**src/rtl/mist1032isa_fetch_pkg.sv**
```systemverilog
// Shared definitions for the fetch-side unpacker: state encoding and entry layout.
package mist1032isa_fetch_pkg;

   localparam int WORD_N      = 32;
   localparam int LANE_LO_BIT = 2*WORD_N;
   localparam int LANE_HI_BIT = 2*WORD_N + 1;

   typedef enum logic [1:0] {
      IDLE = 2'd0,
      LO   = 2'd1,
      HI   = 2'd2
   } fetch_state_t;

endpackage

```
**src/rtl/mist1032isa_fetch_unpacker.sv**
```systemverilog
// Splits lane-masked 64-bit fetch entries into a stream of 32-bit words,
// popping the next entry on the same edge as the last word of the current one.
module mist1032isa_fetch_unpacker #(
   parameter int WORD_N  = 32,
   parameter int ENTRY_N = 2*WORD_N + 2
) (
   input  logic               iCLOCK,
   input  logic               iRESET,
   input  logic               iREMOVE,
   input  logic               iFIFO_EMPTY,
   input  logic [ENTRY_N-1:0] iFIFO_DATA,
   output logic               oFIFO_RD,
   output logic               oVALID,
   output logic [WORD_N-1:0]  oDATA,
   output logic               oLANE,
   input  logic               iBUSY
);
   import mist1032isa_fetch_pkg::*;

   fetch_state_t       b_state;
   logic [ENTRY_N-1:0] b_entry;
   fetch_state_t       load_state;
   logic               xfer;
   logic               last;
   logic               pop;

   assign xfer = (b_state != IDLE) && !iBUSY;
   assign last = xfer && ((b_state == HI) || ((b_state == LO) && !b_entry[LANE_HI_BIT]));
   // The FIFO does not guard reads on empty, so the empty check must stay here.
   assign pop  = !iRESET && !iREMOVE && !iFIFO_EMPTY && ((b_state == IDLE) || last);

   always_comb begin
      load_state = IDLE;
      case ({iFIFO_DATA[LANE_HI_BIT], iFIFO_DATA[LANE_LO_BIT]})
         2'b01, 2'b11: load_state = LO;
         2'b10:        load_state = HI;
         default:      load_state = IDLE;
      endcase
   end

   always_ff @(posedge iCLOCK or posedge iRESET) begin
      if (iRESET) begin
         b_state <= IDLE;
         b_entry <= '0;
      end else if (iREMOVE) begin
         b_state <= IDLE;
      end else if (pop) begin
         b_entry <= iFIFO_DATA;
         b_state <= load_state;
      end else if (last) begin
         b_state <= IDLE;
      end else if (xfer) begin
         // Only a LO word with the upper lane still pending gets here.
         b_state <= HI;
      end
   end

   assign oFIFO_RD = pop;
   assign oVALID   = (b_state != IDLE);
   assign oLANE    = (b_state == HI);
   assign oDATA    = (b_state == HI) ? b_entry[2*WORD_N-1:WORD_N] : b_entry[WORD_N-1:0];

endmodule

```
**config.mk**
```make
export PLATFORM = sky130hd
export DESIGN_NAME = mist1032isa_fetch_unpacker
export DESIGN_NICKNAME = d
export VERILOG_FILES = /design/src/rtl/mist1032isa_fetch_pkg.sv /design/src/rtl/mist1032isa_fetch_unpacker.sv
export SDC_FILE = /design/constraint.sdc
export NUM_CORES = 1
export LEC_CHECK = 0
export BUFFER_PORTS_ARGS = -buffer_cell sky130_fd_sc_hd__buf_2
export CORE_ASPECT_RATIO = 2
export CORE_MARGIN = 3
export CORE_UTILIZATION = 35
export CTS_BUF_LIST = sky130_fd_sc_hd__clkbuf_8
export DETAILED_ROUTE_END_ITERATION = 7
export SYNTH_ARGS = -nofsm -noshare
export SYNTH_HDL_FRONTEND = slang
export SYNTH_SLANG_ARGS = --single-unit
```
**constraint.sdc**
```tcl
create_clock -name iCLOCK -period 4.3 [get_ports iCLOCK]
set_clock_uncertainty 0.1 [all_clocks]
set_input_delay 0.645 -clock iCLOCK [delete_from_list [all_inputs] [get_ports iCLOCK]]
set_output_delay 0.645 -clock iCLOCK [all_outputs]
set_load 0.02 [all_outputs]
```
==> run_results.csv <==
group,metric,value,unit
outcome,status,"completed",
setup_path,worst_ep_required_time,3.56,ns
yosys,synth_top_area_share,56.7,%
clock_network,cts_buffers,9,
sta,fin_crit,2.95,ns
pwr,swShare,30.0,%
yosys,synth_top_cell_by_area,"dfrtp_1",
grt,grt_pass1_vias,2080,
setup_path,critPathBufInv,1,
route,ant_nets,0,
yosys,synth_area,0.00296,mm²
clock_network,clock_path_buffers,2,
sta,hold_viol,0,
clock_network,cts_setup_buffers,0,
clock_network,ctsRootBufferMaster,"clkbuf_8",
grt,grt_usage,13.8,%
cells_and_area,fillers,785,
floorplanning,start_util,36.7,%
pwr,p_sw,0.535,mW
yosys,ys_top_cells_by_area,"dfrtp_1 57%, mux2_2 37%, buf_2 1.2%",
floorplanning,dieArea,0.00965,mm²
route,post-route-drc-count,0,
setup_path,cp_slowest_cell,"nor2b_4",
setup_path,max_stage_delay,0.85,ns
pwr,peakVddDrop,241,µV
cells_and_area,syn_to_final_growth,25.7,%
setup_path,cp.arrival,2.21,ns
route,routedWlPerCell,15.8,µm
yosys,synth_ff_type,"dfrtp_1",
floorplanning,coreArea,0.00806,mm²
route,dr.pass1.iters,3,
pwr,p_clk_share,24.2,%
sta,slew_headroom,28.4,%
sta,setup_viol,0,
flow_run,maxCapViolations,0,
setup_path,path_cells,"nor2b_4, mux2_2, buf_2",
grt,grt_max_degree,68,
setup_path,cp_top_family,"simple AND/OR/NAND/NOR gates",
cells_and_area,nets,371,
yosys,synth_edf_count,0,
clock_network,clk_pin_slew,0.06,ns
yosys,synth_nets,264,
sta,fin_tns_setup,0,ns
setup_path,end_kind,"output pin",
yosys,ys_warn_count,0,
placement,port_buffers,105,
worst_hold_path,hold_path_class,"reg -> reg",
clock_network,clkLatencyLatePin,0.34,ns
grt,grt.overflow.total,0,
yosys,synth-seq-cells,67,
sta,min_period_over_period,68.7,%
floorplanning,die_x,71.0,µm
pwr,powerDensity,481,mW/mm²
sta,rsz0062_at_grt,"no",
yosys,yosysSeqAreaShare,56.7,%
yosys,yosysUniqueCellTypes,18,
yosys,avgSynthCellArea,15.3,µm²
yosys,yosysMostFrequentCell,"mux2_2",
route,num_vias,1904,
pwr,comb_power_share,28.7,%
clock_network,cts_tree,"yes",
yosys,synth_common_cells,"97 x mux2_2, 67 x dfrtp_1, 7 x buf_2",
clock_network,h-tree-depth,3,
sta,fmax,339,MHz
clock_network,cts.sinks,67,
pwr,p_leak,1.77,nW
clock_network,cts_resized,0,
route,drt_iter0_drc,44,
cells_and_area,seq_area,0.00168,mm²
setup_path,path_class,"reg -> out",
floorplanning,dieHeight,136,µm
placement,dp_hpwl,4.55,mm
grt,grt_pass1_wl,9.93,mm
yosys,synth_async_sr_flop_share,100,%
placement,place_congestion,0.794,
pwr,power.internal,1.25,mW
yosys,syn_inst,193,
sta,tightestPinTransition,1.07,ns
cells_and_area,drive_gt1_share,73.0,%
grt,grt_antenna_before_repair,0,
route,routed_wl,6.32,mm
clock_network,hold_buffers,0,
pwr,seq_power_share,47.1,%
cells_and_area,multi_input_area,0.00121,mm²
route,viasPerCell,4.76,
sta,setup_slack,1.35,ns
floorplanning,io_pins,106,
cells_and_area,diodes,0,
setup_path,cp_max_fo,34,
floorplanning,num_rows,46,
setup_path,critPathLaunchType,"flop",
placement,dp_slack,1.64,ns
sta,report.final.slew_viol_count,0,
final timing paths:
path                               end         from  slack (ns)  depth (start not counted)
max in group asynchronous   b_entry[0]       iRESET        2.78                          3
min in group asynchronous  b_entry[65]       iRESET        0.49                          2
setup / recovery             oDATA[10]   b_state[1]        1.35                          3
hold reg to reg            b_entry[19]  b_entry[19]        0.40                          1
hold / removal             b_entry[19]  b_entry[19]        0.40                          1
setup reg to reg            b_state[1]   b_state[1]        2.20                          5
worst register-to-register path, delay by kind of cell (launching register included):
kind | cells | cell delay, ns
AOI/OAI and AO/OA | 2 | 0.29
and+or+nand+nor | 2 | 0.83
buffers and inverters | 1 | 0.39
DFF | 1 | 0.43
power groups by stage:
| stage | sequential (mW) | clock, mW | combinational [mW] |
|---|---|---|---|
| global route | 0.860 | 0.485 | 0.558 |
| global placement | 0.849 | 0 | 0.516 |
| finish | 0.841 | 0.432 | 0.513 |
| CTS | 0.844 | 0.458 | 0.526 |
| floorplan | 0.827 | 0 | 0.379 |
| detailed placement | 0.855 | 0 | 0.524 |
logic make-up (layout without fill, tap and decap cells):
group           Yosys count  in the layout  synth area share [%]
compound gates            5              5                  1.44
buf+inv                  13            124                  2.84
flops                    67             67                  56.7
mux                      97             97                  36.9
simple gates             11             11                  2.07
layer usage:
layer  part of all wire, %  global-route usage (%)  wire length, µm  up-vias
li1                      -                       -                -      899
met4                   3.0                    8.68              192        0
met2                    56                    23.8             3530       63
met5                     0                       0                0        -
met1                    35                    14.2             2240      927
met3                   5.7                    4.37              358       15
per-stage QoR:
step	cells	total power [mW]	area, µm²	util [%]	hold WS, ns
CTS	400	1.83	3720	46.1	0.382
finish	400	1.79	3720	46.1	0.399
floorplan	193	1.21	2960	-	0.374
detailed placement	385	1.38	3560	44.1	0.388
global placement	385	1.36	3560	44.1	0.382
global route	400	1.90	3720	46.1	0.394
flip-flops by register name, summed over array words and instances, names as in the netlist:
name and count:
b_entry 65, b_state 2
cells in the final DEF, fill, tap and decap left out, drive strengths merged:
| master | instances |
|---|---|
| a211oi | 1 |
| o21ai | 1 |
| a21oi | 1 |
| clkinv | 3 |
| nor3 | 3 |
| or2 | 1 |
| nor2 | 2 |
| nand2 | 1 |
| or3b | 1 |
| o2bb2ai | 1 |
| dfrtp | 67 |
| o31ai | 1 |
| mux2 | 97 |
| buf | 107 |
| nor2b | 2 |
| nor3b | 1 |
| inv | 4 |
| clkbuf | 10 |
area by class of cell:
type                            count  area share, %
Clock buffer                       10           3.70
Timing Repair Buffer              107           14.5
Sequential cell                    67           45.1
Inverter                            2          0.202
Multi-Input combinational cell    113           32.6
Clock inverter                      5          0.606
Tap cell                           96           3.23
(Power assumes the default switching activity.)
